**src/rtl/uart_pkg.sv**
```systemverilog
// Shared UART definitions: FSM state encoding and line levels.
// Used by both the transmit serializer and the future receiver.
package uart_pkg;

    typedef enum logic [2:0] {
        TX_IDLE,
        TX_START,
        TX_DATA,
        TX_PARITY,
        TX_STOP
    } tx_state_e;

    localparam logic UART_IDLE_LEVEL  = 1'b1;
    localparam logic UART_START_LEVEL = 1'b0;

endpackage

```
**src/rtl/uart_tx_serializer.sv**
```systemverilog
// UART transmit engine: start bit, LSB-first data, optional parity, stop bit(s).
// Define UART_TX_PARITY_EN to add the parity bit and the i_parity_odd port.
module uart_tx_serializer
    import uart_pkg::*;
#(
    parameter int DATA_BITS  = 8,
    parameter int OVERSAMPLE = 16,
    parameter int STOP_BITS  = 1
) (
    input  logic                 i_clk,
    input  logic                 i_rst_n,
    input  logic                 i_tick,
    input  logic                 i_valid,
    input  logic [DATA_BITS-1:0] i_data,
`ifdef UART_TX_PARITY_EN
    input  logic                 i_parity_odd,
`endif
    output logic                 o_ready,
    output logic                 o_tx,
    output logic                 o_busy,
    output logic                 o_done
);

    localparam int TICK_W = $clog2(OVERSAMPLE);
    localparam int BIT_W  = $clog2(DATA_BITS + 1);

    localparam logic [TICK_W-1:0] TICK_LAST = TICK_W'(OVERSAMPLE - 1);
    localparam logic [BIT_W-1:0]  DATA_LAST = BIT_W'(DATA_BITS - 1);
    localparam logic [BIT_W-1:0]  STOP_LAST = BIT_W'(STOP_BITS - 1);

    tx_state_e            state;
    logic [DATA_BITS-1:0] shift_reg;
    logic [TICK_W-1:0]    tick_cnt;
    logic [BIT_W-1:0]     bit_cnt;
    logic                 bit_end;
`ifdef UART_TX_PARITY_EN
    logic                 parity_bit;
`endif

    assign bit_end = i_tick && (tick_cnt == TICK_LAST);

    // bit_cnt counts data bits in DATA and stop bits in STOP; o_tx is always the
    // value of the bit currently on the line, loaded one bit ahead at each bit end.
    always_ff @(posedge i_clk or negedge i_rst_n) begin
        if (!i_rst_n) begin
            state      <= TX_IDLE;
            o_tx       <= UART_IDLE_LEVEL;
            o_ready    <= 1'b1;
            o_busy     <= 1'b0;
            o_done     <= 1'b0;
            shift_reg  <= '0;
            tick_cnt   <= '0;
            bit_cnt    <= '0;
`ifdef UART_TX_PARITY_EN
            parity_bit <= 1'b0;
`endif
        end else begin
            o_done <= 1'b0;
            if (state != TX_IDLE && i_tick) begin
                tick_cnt <= bit_end ? '0 : tick_cnt + TICK_W'(1);
            end

            case (state)
                TX_IDLE: begin
                    if (i_valid && o_ready) begin
                        shift_reg  <= i_data;
                        tick_cnt   <= '0;
                        bit_cnt    <= '0;
                        o_tx       <= UART_START_LEVEL;
                        o_ready    <= 1'b0;
                        o_busy     <= 1'b1;
                        state      <= TX_START;
`ifdef UART_TX_PARITY_EN
                        // Same byte that lands in shift_reg, so equal to parity of the latched data.
                        parity_bit <= (^i_data) ^ i_parity_odd;
`endif
                    end
                end

                TX_START: begin
                    if (bit_end) begin
                        o_tx  <= shift_reg[0];
                        state <= TX_DATA;
                    end
                end

                TX_DATA: begin
                    if (bit_end) begin
                        shift_reg <= shift_reg >> 1;
                        if (bit_cnt == DATA_LAST) begin
                            bit_cnt <= '0;
`ifdef UART_TX_PARITY_EN
                            o_tx    <= parity_bit;
                            state   <= TX_PARITY;
`else
                            o_tx    <= UART_IDLE_LEVEL;
                            state   <= TX_STOP;
`endif
                        end else begin
                            bit_cnt <= bit_cnt + BIT_W'(1);
                            o_tx    <= shift_reg[1];
                        end
                    end
                end

`ifdef UART_TX_PARITY_EN
                TX_PARITY: begin
                    if (bit_end) begin
                        o_tx  <= UART_IDLE_LEVEL;
                        state <= TX_STOP;
                    end
                end
`endif

                TX_STOP: begin
                    if (bit_end) begin
                        if (bit_cnt == STOP_LAST) begin
                            bit_cnt <= '0;
                            state   <= TX_IDLE;
                            o_done  <= 1'b1;
                            o_ready <= 1'b1;
                            o_busy  <= 1'b0;
                        end else begin
                            bit_cnt <= bit_cnt + BIT_W'(1);
                        end
                    end
                end

                default: begin
                    state   <= TX_IDLE;
                    o_tx    <= UART_IDLE_LEVEL;
                    o_ready <= 1'b1;
                    o_busy  <= 1'b0;
                end
            endcase
        end
    end

endmodule

```
**config.mk**
```make
export PLATFORM = sky130hd
export DESIGN_NAME = uart_tx_serializer
export DESIGN_NICKNAME = d
export VERILOG_FILES = /design/src/rtl/uart_pkg.sv /design/src/rtl/uart_tx_serializer.sv
export SDC_FILE = /design/constraint.sdc
export NUM_CORES = 1
export LEC_CHECK = 0
export ABC_AREA = 1
export CAP_MARGIN = 20
export CORE_MARGIN = 1.5
export CORE_UTILIZATION = 45
export DETAILED_ROUTE_END_ITERATION = 7
export MAX_ROUTING_LAYER = met4
export PLACE_DENSITY = 0.62
export SYNTH_ARGS = -nofsm -noshare
export SYNTH_HDL_FRONTEND = slang
export SYNTH_SLANG_ARGS = --single-unit
```
**constraint.sdc**
```tcl
create_clock -name i_clk -period 2.7 [get_ports i_clk]
set_clock_uncertainty 0.05 [all_clocks]
set_input_delay 0.54 -clock i_clk [delete_from_list [all_inputs] [get_ports i_clk]]
set_output_delay 0.54 -clock i_clk [all_outputs]
set_load 0.005 [all_outputs]
```
==> results.json <==
{
  "status": "complete, no violations",
  "rsz0062_at_grt": "false",
  "num-nets-final": 210,
  "slew_headroom": 0.670,
  "drive_gt1_frac": 0.155,
  "insertion_delay_ps": 320,
  "cts_buffers": 3,
  "hold_end": "o_ready",
  "cts_buffer_depth": 2,
  "antennaDiodeCount": 0,
  "cp_slowest_cell": "dfstp_2",
  "grtUsageTotal": 0.182,
  "final_cell_mix": "52 x nand2_1, 21 x dfrtp_1, 20 x inv_1",
  "largest_reg_flops": 8,
  "wl_per_cell_microns": 11.4,
  "peakVddDrop_mv": 0.400,
  "cts_tree": "yes",
  "grt_pass1_wl_mm": 4.76,
  "place_congestion": 0.841,
  "setup_viol": 0,
  "cts_hold_buf": 0,
  "wirelength_mm": 2.70,
  "ctsResizeCount": 0,
  "die_h_microns": 59.3,
  "critPathMaxFanout": 3,
  "io_buffers": 15,
  "vias_per_cell": 4.92,
  "finalHoldViolCount": 0,
  "cap_violations": 0,
  "power-per-cell-area_nw_per_um2": 972,
  "antenna_found_initial": 0,
  "overflow": 0,
  "path_clk_slew_ps": 130,
  "post-route-drc-count": 0,
  "synth_area_leaders": "dfrtp_1 37%, nand2_1 14%, inv_1 5.3%",
  "worst_slew_pin_slew_ps": 494,
  "power_mw": 1.57,
  "first_pass_iters": 4,
  "yosysSeqAreaShare": 0.406,
  "min_path_type": "reg2reg",
  "fin_crit_ps": 1970,
  "final.setup.tns_ps": 0,
  "min_from": "o_ready",
  "crit_type": "reg2out",
  "drtIter0Drc": 27,
  "worstPathArrival_ps": 1380,
  "grt_pass1_vias": 1099,
  "worstRegToRegCells": 8,
  "r2r-start": "state[2]",
  "worstHoldPathCells": 2,
  "synth_top_area_cell": "dfrtp_1",
  "hpwlAfterDp_mm": 2.03,
  "leakagePower_nw": 0.796,
  "synthesis.nets": 193,
  "syn_area_sq_um": 1430,
  "crit_chain": "clkdlybuf4s50_1",
  "num_io_pins": 16,
  "synthCells": 178,
  "start_kind": "flop",
  "rows": 20,
  "cp_num_buf_inv": 1,
  "die_width_microns": 59.3,
  "ys_warn_count": 0,
  "worstReg2RegEnd": "bit_cnt[1]",
  "required_ps": 2110,
  "synth_top_area_share": 0.369,
  "synthToLayoutAreaGrowth_pct": 13.2,
  "yosys.cell_types.count": 29,
  "cp-end-kind": "primary output",
  "grt_start_max_net_pins": 24,
  "slew_viol_final": 0,
  "slowest_delay_ps": 570,
  "synth.ff_latch_count": 23,
  "avgSynthCellArea_sq_um": 8.01,
  "post-route-period-util": 0.729,
  "clock_sinks": 23,
  "h-tree-depth": 1,
  "core_region_area_sq_um": 3030,
  "fmax_ghz": 0.508,
  "cts-root-buf": "clkbuf_4",
  "drtAntennaViolNets": 0,
  "die-area_sq_um": 3510,
  "vias": 1170,
  "r2r_setup_slack_ps": 1010,
  "cts_setup_buffers": 0,
  "start_util": 0.471,
  "cp_top_family": "flip-flops",
  "final_common_cell": "nand2_1"
}
## metal layers
metal | vias up | track usage | routed length (microns)
met3 | 4 | 0.0393 | 93
met5 | - | - | 0
met2 | 24 | 0.309 | 1330
met4 | 0 | 0.0390 | 23
li1 | 598 | - | -
met1 | 544 | 0.222 | 1260
## worst reg2reg max path, delay by kind of cell, from the launching register on
kind | cells | cell delay (ps)
DFF | 1 | 460
buffers and inverters | 1 | 90
and+or+nand+nor | 7 | 980
## Yosys cell counts
cell type / count
nand2_1: 52
dfrtp_1: 21
inv_1: 20
nor2_1: 17
nand3_1: 10
nand4_1: 7
o21ai_0: 6
o21ai_1: 6
nand2_4: 4
nor2_4: 4
ha_1: 3
inv_2: 3
nor2_2: 3
o211ai_2: 3
buf_8: 2
dfstp_2: 2
o211ai_1: 2
o21a_1: 2
a21oi_1: 1
a21oi_2: 1
buf_12: 1
buf_2: 1
inv_4: 1
nand2_2: 1
nand2_8: 1
nand3_2: 1
nor3_1: 1
o21ai_2: 1
xor2_1: 1
## layout make-up
cell class,instances,area (sq um)
clock inverter,1,7.51
inverter,24,92.6
timing repair buffer,16,158
fill,279,1420
clock buffer,3,22.5
multi-input combinational,127,699
sequential,23,578
tap,44,55.1
## report_power, final
| part | total [mW] | internal, mW | switching (mW) |
|---|---|---|---|
| registers | 0.575 | 0.486 | 0.0889 |
| clock network | 0.168 | 0.0567 | 0.111 |
| logic | 0.825 | 0.304 | 0.521 |
| total | 1.57 | 0.846 | 0.721 |
## cell families after synthesis
family / count (synthesis) / synth area share
AND/OR/NAND/NOR: 101 / 0.353
buffers and inverters: 28 / 0.104
flip-flops: 23 / 0.406
AO/OA/AOI/OAI: 22 / 0.105
XOR/XNOR: 1 / 0.00615
adder cells (fa/ha/maj): 3 / 0.0263
## per-stage QoR
step / cell area [sq um] / util / setup WS, ps / instances / hold WS [ps]
floorplan: 1430 / - / 1320 / 178 / 194
global placement: 1580 / 0.523 / 746 / 234 / 420
detailed placement: 1580 / 0.523 / 693 / 234 / 420
CTS: 1610 / 0.533 / 721 / 238 / 438
global route: 1610 / 0.533 / 690 / 238 / 461
finish: 1610 / 0.533 / 731 / 238 / 435
## worst max-delay path by stage
stage | startpoint | end | slack, ps | cells after the start
after detailed placement | i_tick | o_busy | 690 | 8
final | o_ready | o_ready | 730 | 1
after global placement | i_tick | o_busy | 750 | 8
after global routing | o_ready | o_ready | 690 | 1
after floorplan | i_tick | o_busy | 1320 | 7
after CTS | o_ready | o_ready | 720 | 1
Power figures use the tool's default switching activity.
